<file path="config.mk">
export PLATFORM = sky130hd
export DESIGN_NAME = exmem_skid_stage_flat
export DESIGN_NICKNAME = d
export VERILOG_FILES = /design/src/rtl/exmem_skid_stage_if.sv /design/src/rtl/exmem_skid_stage.sv /design/src/flat_wrapper.sv
export SDC_FILE = /design/constraint.sdc
export NUM_CORES = 1
export LEC_CHECK = 0
export ABC_AREA = 1
export CORE_MARGIN = 8
export CORE_UTILIZATION = 30
export CTS_CLUSTER_DIAMETER = 60
export DETAILED_ROUTE_END_ITERATION = 7
export GPL_ROUTABILITY_DRIVEN = 0
export GPL_TIMING_DRIVEN = 0
export REMOVE_ABC_BUFFERS = 1
export SYNTH_ARGS = -nofsm -noshare
export SYNTH_HDL_FRONTEND = slang
export SYNTH_SLANG_ARGS = --single-unit
</file>
<file path="constraint.sdc">
create_clock -name clk -period 1.95 [get_ports clk]
set_input_delay 0.2925 -clock clk [delete_from_list [all_inputs] [get_ports clk]]
set_output_delay 0.2925 -clock clk [all_outputs]
set_load 0.01 [all_outputs]
</file>
<file path="src/rtl/exmem_skid_stage_if.sv">
// Valid/ready bus carrying one EX->MEM pipeline entry.
// The master drives the entry and valid; the slave returns ready.
interface exmem_skid_stage_if #(
   parameter int unsigned Xlen   = 32,
   parameter int unsigned RaddrW = 5,
   parameter int unsigned CtrlW  = 4
) ();

   logic              valid;
   logic              ready;
   logic [CtrlW-1:0]  ctrl;
   logic [Xlen-1:0]   alu_res;
   logic [Xlen-1:0]   rs2_data;
   logic [RaddrW-1:0] rd_addr;

   modport master (
      output valid,
      output ctrl,
      output alu_res,
      output rs2_data,
      output rd_addr,
      input  ready
   );

   modport slave (
      input  valid,
      input  ctrl,
      input  alu_res,
      input  rs2_data,
      input  rd_addr,
      output ready
   );

endinterface

</file>
<file path="src/rtl/exmem_skid_stage.sv">
// EX->MEM pipeline register with a 2-entry skid buffer, registered upstream ready
// and synchronous flush. Entries leave in strict FIFO order from the main register.
module exmem_skid_stage #(
   parameter int unsigned Xlen   = 32,
   parameter int unsigned RaddrW = 5,
   parameter int unsigned CtrlW  = 4,
   parameter bit          KillX0 = 1'b1
) (
   input  logic                clk,
   input  logic                rst,
   input  logic                flush,
   exmem_skid_stage_if.slave   in_bus,
   exmem_skid_stage_if.master  out_bus,
   output logic [1:0]          occ
);

   typedef struct packed {
      logic [CtrlW-1:0]  ctrl;
      logic [Xlen-1:0]   alu_res;
      logic [Xlen-1:0]   rs2_data;
      logic [RaddrW-1:0] rd_addr;
   } entry_t;

   entry_t main_q, main_d;
   entry_t skid_q, skid_d;
   entry_t in_entry;
   logic   main_valid_q, main_valid_d;
   logic   skid_valid_q, skid_valid_d;
   logic   ready_q;
   logic   in_fire;
   logic   out_fire;

   assign in_fire  = in_bus.valid & ready_q;
   assign out_fire = main_valid_q & out_bus.ready;

   // Writes to x0 must never reach the register file.
   always_comb begin
      in_entry.ctrl     = in_bus.ctrl;
      in_entry.alu_res  = in_bus.alu_res;
      in_entry.rs2_data = in_bus.rs2_data;
      in_entry.rd_addr  = in_bus.rd_addr;
      if (KillX0 && (in_bus.rd_addr == {RaddrW{1'b0}})) begin
         in_entry.ctrl[0] = 1'b0;
      end
   end

   always_comb begin
      main_d       = main_q;
      skid_d       = skid_q;
      main_valid_d = main_valid_q;
      skid_valid_d = skid_valid_q;
      if (flush) begin
         main_valid_d = 1'b0;
         skid_valid_d = 1'b0;
      end else if (!main_valid_q) begin
         if (in_fire) begin
            main_d       = in_entry;
            main_valid_d = 1'b1;
         end
      end else if (!skid_valid_q) begin
         if (in_fire && out_fire) begin
            main_d = in_entry;
         end else if (in_fire) begin
            skid_d       = in_entry;
            skid_valid_d = 1'b1;
         end else if (out_fire) begin
            main_valid_d = 1'b0;
         end
      end else if (out_fire) begin
         main_d       = skid_q;
         skid_valid_d = 1'b0;
      end
   end

   always_ff @(posedge clk) begin
      if (rst) begin
         main_q       <= '0;
         skid_q       <= '0;
         main_valid_q <= 1'b0;
         skid_valid_q <= 1'b0;
         ready_q      <= 1'b1;
      end else begin
         main_q       <= main_d;
         skid_q       <= skid_d;
         main_valid_q <= main_valid_d;
         skid_valid_q <= skid_valid_d;
         // Registered ready: MEM back-pressure never reaches EX combinationally.
         ready_q      <= ~skid_valid_d;
      end
   end

   assign in_bus.ready     = ready_q;
   assign out_bus.valid    = main_valid_q;
   assign out_bus.ctrl     = main_valid_q ? main_q.ctrl : {CtrlW{1'b0}};
   assign out_bus.alu_res  = main_q.alu_res;
   assign out_bus.rs2_data = main_q.rs2_data;
   assign out_bus.rd_addr  = main_q.rd_addr;
   assign occ              = skid_valid_q ? 2'd2 : (main_valid_q ? 2'd1 : 2'd0);

endmodule

</file>
<file path="src/flat_wrapper.sv">
// flat-port wrapper written by rule: the top's interface ports become plain ports
module exmem_skid_stage_flat 
#(
   parameter int unsigned Xlen   = 32,
   parameter int unsigned RaddrW = 5,
   parameter int unsigned CtrlW  = 4,
   parameter bit          KillX0 = 1'b1
)
  (clk, rst, flush, occ, in_bus_valid, in_bus_ctrl, in_bus_alu_res, in_bus_rs2_data, in_bus_rd_addr, in_bus_ready, out_bus_valid, out_bus_ctrl, out_bus_alu_res, out_bus_rs2_data, out_bus_rd_addr, out_bus_ready);
  exmem_skid_stage_if #(.Xlen(Xlen), .RaddrW(RaddrW), .CtrlW(CtrlW)) in_bus_i ();
  exmem_skid_stage_if #(.Xlen(Xlen), .RaddrW(RaddrW), .CtrlW(CtrlW)) out_bus_i ();
  input  logic clk;
  input  logic rst;
  input  logic flush;
  output logic [1:0] occ;
  input wire logic [$bits(in_bus_i.valid)-1:0] in_bus_valid;
  input wire logic [$bits(in_bus_i.ctrl)-1:0] in_bus_ctrl;
  input wire logic [$bits(in_bus_i.alu_res)-1:0] in_bus_alu_res;
  input wire logic [$bits(in_bus_i.rs2_data)-1:0] in_bus_rs2_data;
  input wire logic [$bits(in_bus_i.rd_addr)-1:0] in_bus_rd_addr;
  output wire logic [$bits(in_bus_i.ready)-1:0] in_bus_ready;
  output wire logic [$bits(out_bus_i.valid)-1:0] out_bus_valid;
  output wire logic [$bits(out_bus_i.ctrl)-1:0] out_bus_ctrl;
  output wire logic [$bits(out_bus_i.alu_res)-1:0] out_bus_alu_res;
  output wire logic [$bits(out_bus_i.rs2_data)-1:0] out_bus_rs2_data;
  output wire logic [$bits(out_bus_i.rd_addr)-1:0] out_bus_rd_addr;
  input wire logic [$bits(out_bus_i.ready)-1:0] out_bus_ready;
  assign in_bus_i.valid = in_bus_valid;
  assign in_bus_i.ctrl = in_bus_ctrl;
  assign in_bus_i.alu_res = in_bus_alu_res;
  assign in_bus_i.rs2_data = in_bus_rs2_data;
  assign in_bus_i.rd_addr = in_bus_rd_addr;
  assign in_bus_ready = in_bus_i.ready;
  assign out_bus_valid = out_bus_i.valid;
  assign out_bus_ctrl = out_bus_i.ctrl;
  assign out_bus_alu_res = out_bus_i.alu_res;
  assign out_bus_rs2_data = out_bus_i.rs2_data;
  assign out_bus_rd_addr = out_bus_i.rd_addr;
  assign out_bus_i.ready = out_bus_ready;
  exmem_skid_stage #(.Xlen(Xlen), .RaddrW(RaddrW), .CtrlW(CtrlW), .KillX0(KillX0)) u_core (.clk(clk), .rst(rst), .flush(flush), .in_bus(in_bus_i), .out_bus(out_bus_i), .occ(occ));
endmodule
</file>
==> out/qor.yml <==
cts:
  clk_pin_slew_worst_paths_ps: 60
  holdBufCountCts: 0
  ctsHtreeMaxLevel: 4
  cts_made_buffers: 17
  clock_latency_ps: 420
  clock-root-buffer: "clkbuf_16"
  cts_buffer_depth: 2
  cts_sinks: 149
  cts_tree: "built"
worst_setup_path:
  arrival_ps: 1580
  r2r-start: "u_core.in_bus.ready$_SDFF_PP1_"
  cp.required_ps: 1660
  worst_setup_path_end_kind: "output port"
  start_kind: "flop"
  rr_endpoint: "u_core.out_bus.alu_res[4]$_SDFFE_PP0P_"
  reg2reg_depth: 7
  rrSetupSlack_ps: 100
  cp_max_fo: 21
  worst-setup-path-type: "reg -> out"
routing:
  drcViolationCount: 0
  wl_per_cell_um: 18.3
  via_per_inst: 4.90
  ant_nets: 0
  drtIter0Drc: 570
  vias: 6753
  wirelength_um: 25200
  dr.pass1.iters: 5
synth:
  synthAdderAreaFrac: 0
  yosysMostFrequentCell: "nor2_1"
  synth_cells: 1001
  synth_xor_area_frac: 0
  syn-cell-area_sq_um: 7080
  synth-simple-area-share: 0.259
  ys_warn_count: 0
  yosysTopAreaCell: "dfxtp_1"
  seq_area_frac_synth: 0.421
  synth.mux.area_fraction: 0
  synth_top_family_by_area: "simple AND/OR/NAND/NOR gates"
  synth-compound-area-share: 0.168
  synth-seq-cells: 149
  ys_top_cells_by_count: "nor2_1, nand2_1, dfxtp_1"
  synth_edf_count: 0
  synth_top_area_frac: 0.421
  synth.avg_cell_area_sq_um: 7.07
  ys.flop_type: "dfxtp_1"
  async_flop_share: 0
  yosysUniqueCellTypes: 19
  yosys-top-cells-area: "dfxtp_1, nor2_1, o21ai_1"
final_layout:
  finalNonFillerCells: 1377
  stdcell_area_sq_um: 9250
  drive_gt1_frac: 0.0671
  diodes: 0
  nNetsFinal: 1123
  postLayoutCoreUtil: 0.396
  area_growth_pct: 30.6
floorplanning:
  rows: 56
  core_sq_um: 23300
  fp.dieArea_sq_um: 28800
  die_w_um: 170
  start_util: 0.303
  die_y_um: 170
  design.portCount: 155
sta:
  finalSetupViolCount: 0
  max_slew.worst_pin.slew_ps: 711
  skew_ps: 9.14
  min_period_over_period: 0.961
  slew_headroom: 0.526
  layout_setup_ws_ps: 76.1
  final_hold_viol_count: 0
  rsz0062_at_grt: "false"
  timing.hold.ws_ps: 368
  fin_tns_setup_ps: 0
  finalMaxSlewViolations: 0
  fmax_ghz: 0.534
  finalCriticalPeriod_ps: 1870
worst_hold_path:
  hp-class: "in -> reg"
  worstHoldStart: "flush"
  hold_depth: 2
  holdPathEnd: "u_core.out_bus.valid$_SDFF_PP0_"
global_routing:
  overflow: 0
  grt_pass1_wl_um: 39000
  antenna_found_initial: 0
  grt_pass1_vias: 6703
  grt_usage: 0.174
  grt_max_degree: 78
placement:
  placedInstanceArea_sq_um: 8280
  place_ws_ps: -1360
  dp_cells: 1327
  portBuffers: 154
  place_hpwl_um: 12700
power_and_ir_drop:
  peakVddDrop_mv: 0.386
  power_density_nw_per_um2: 839
  report.power.total_mw: 7.76
  p_leak_nw: 3.97
run:
  cap_viol_max_count: 0
run_status:
  status: "finished clean"
==> per-layer routing <==
metal,track usage,vias to the layer above,part of all wire
li1,-,3351,-
met3,0.0328,17,0.055
met1,0.234,3192,0.48
met5,0,-,0
met2,0.279,193,0.45
met4,0.0469,0,0.013
==> registers in the layout, summed over array words and instances (netlist names) <==
register,flops
u_core.skid_q,73
u_core.out_bus.alu_res,32
u_core.out_bus.rs2_data,32
u_core.out_bus.rd_addr,5
u_core.main_q,4
u_core.in_bus.ready,1
u_core.out_bus.valid,1
u_core.skid_valid_q,1
==> final cells by class <==
| cell class | instances | area [sq um] |
|---|---|---|
| repair buffers | 178 | 2040 |
| flip-flops and latches | 149 | 2990 |
| multi-input cells | 682 | 3120 |
| fillers | 2413 | 14100 |
| well taps | 319 | 399 |
| clock buffers | 19 | 443 |
| clock inverters | 13 | 148 |
| repair inverters | 1 | 8.76 |
| inverters | 16 | 101 |
==> cell usage in the layout, fill, tap and decap left out, types with 2 or more instances in the layout <==
cell,instances
nand2_4,3
a31oi_1,72
nand3_4,2
dfxtp_1,147
bufbuf_16,5
buf_16,5
clkinv_4,2
inv_6,5
nor2_1,222
o21ai_0,26
nand3_1,76
buf_12,6
clkinvlp_4,4
dfxtp_4,2
dlygate4sd2_1,2
bufinv_16,3
clkdlybuf4s50_1,148
clkbuf_16,17
buf_4,6
a21oi_1,2
inv_1,12
nand2_1,153
o21ai_1,120
dlymetal6s2s_1,4
nand2_8,2
==> report_power, final <==
part	internal [mW]	total [mW]	switching (mW)
Combinational	0.558	1.12	0.559
Clock	1.94	3.38	1.44
Sequential	3.19	3.26	0.0775
Total	5.68	7.76	2.07
==> critical path, cell delays in order, from the launching register on <==
cell and delay, ps:
dfxtp_4 390, buf_16 200, clkdlybuf4s50_1 570
==> worst max path at each step <==
stage               depth (start not counted)  slack (ps)                       startpoint                                      to
floorplan                                   5       -5370  u_core.out_bus.valid$_SDFF_PP0_          u_core.main_q[70]$_SDFFE_PP0P_
global placement                            5      -12310  u_core.out_bus.valid$_SDFF_PP0_  u_core.out_bus.alu_res[2]$_SDFFE_PP0P_
detailed placement                          8       -1360   u_core.skid_valid_q$_SDFF_PP0_  u_core.out_bus.alu_res[4]$_SDFFE_PP0P_
CTS                                         4           2  u_core.out_bus.valid$_SDFF_PP0_                         out_bus_ctrl[3]
global route                                7          20   u_core.in_bus.ready$_SDFF_PP1_  u_core.out_bus.alu_res[4]$_SDFFE_PP0P_
finish                                      2          80   u_core.skid_valid_q$_SDFF_PP0_                                  occ[1]
==> what timing repair did <==
action	in CTS	in global routing
cloned	8	1
setup buffers	9	0
resized for setup	12	7
pin swaps	3	0
setup endpoints to repair	153	75
==> cells by family after synthesis <==
family,Yosys count
AO/OA/AOI/OAI,220
buffers and inverters,173
flip-flops,149
AND/OR/NAND/NOR,459
(Power assumes the default switching activity.)
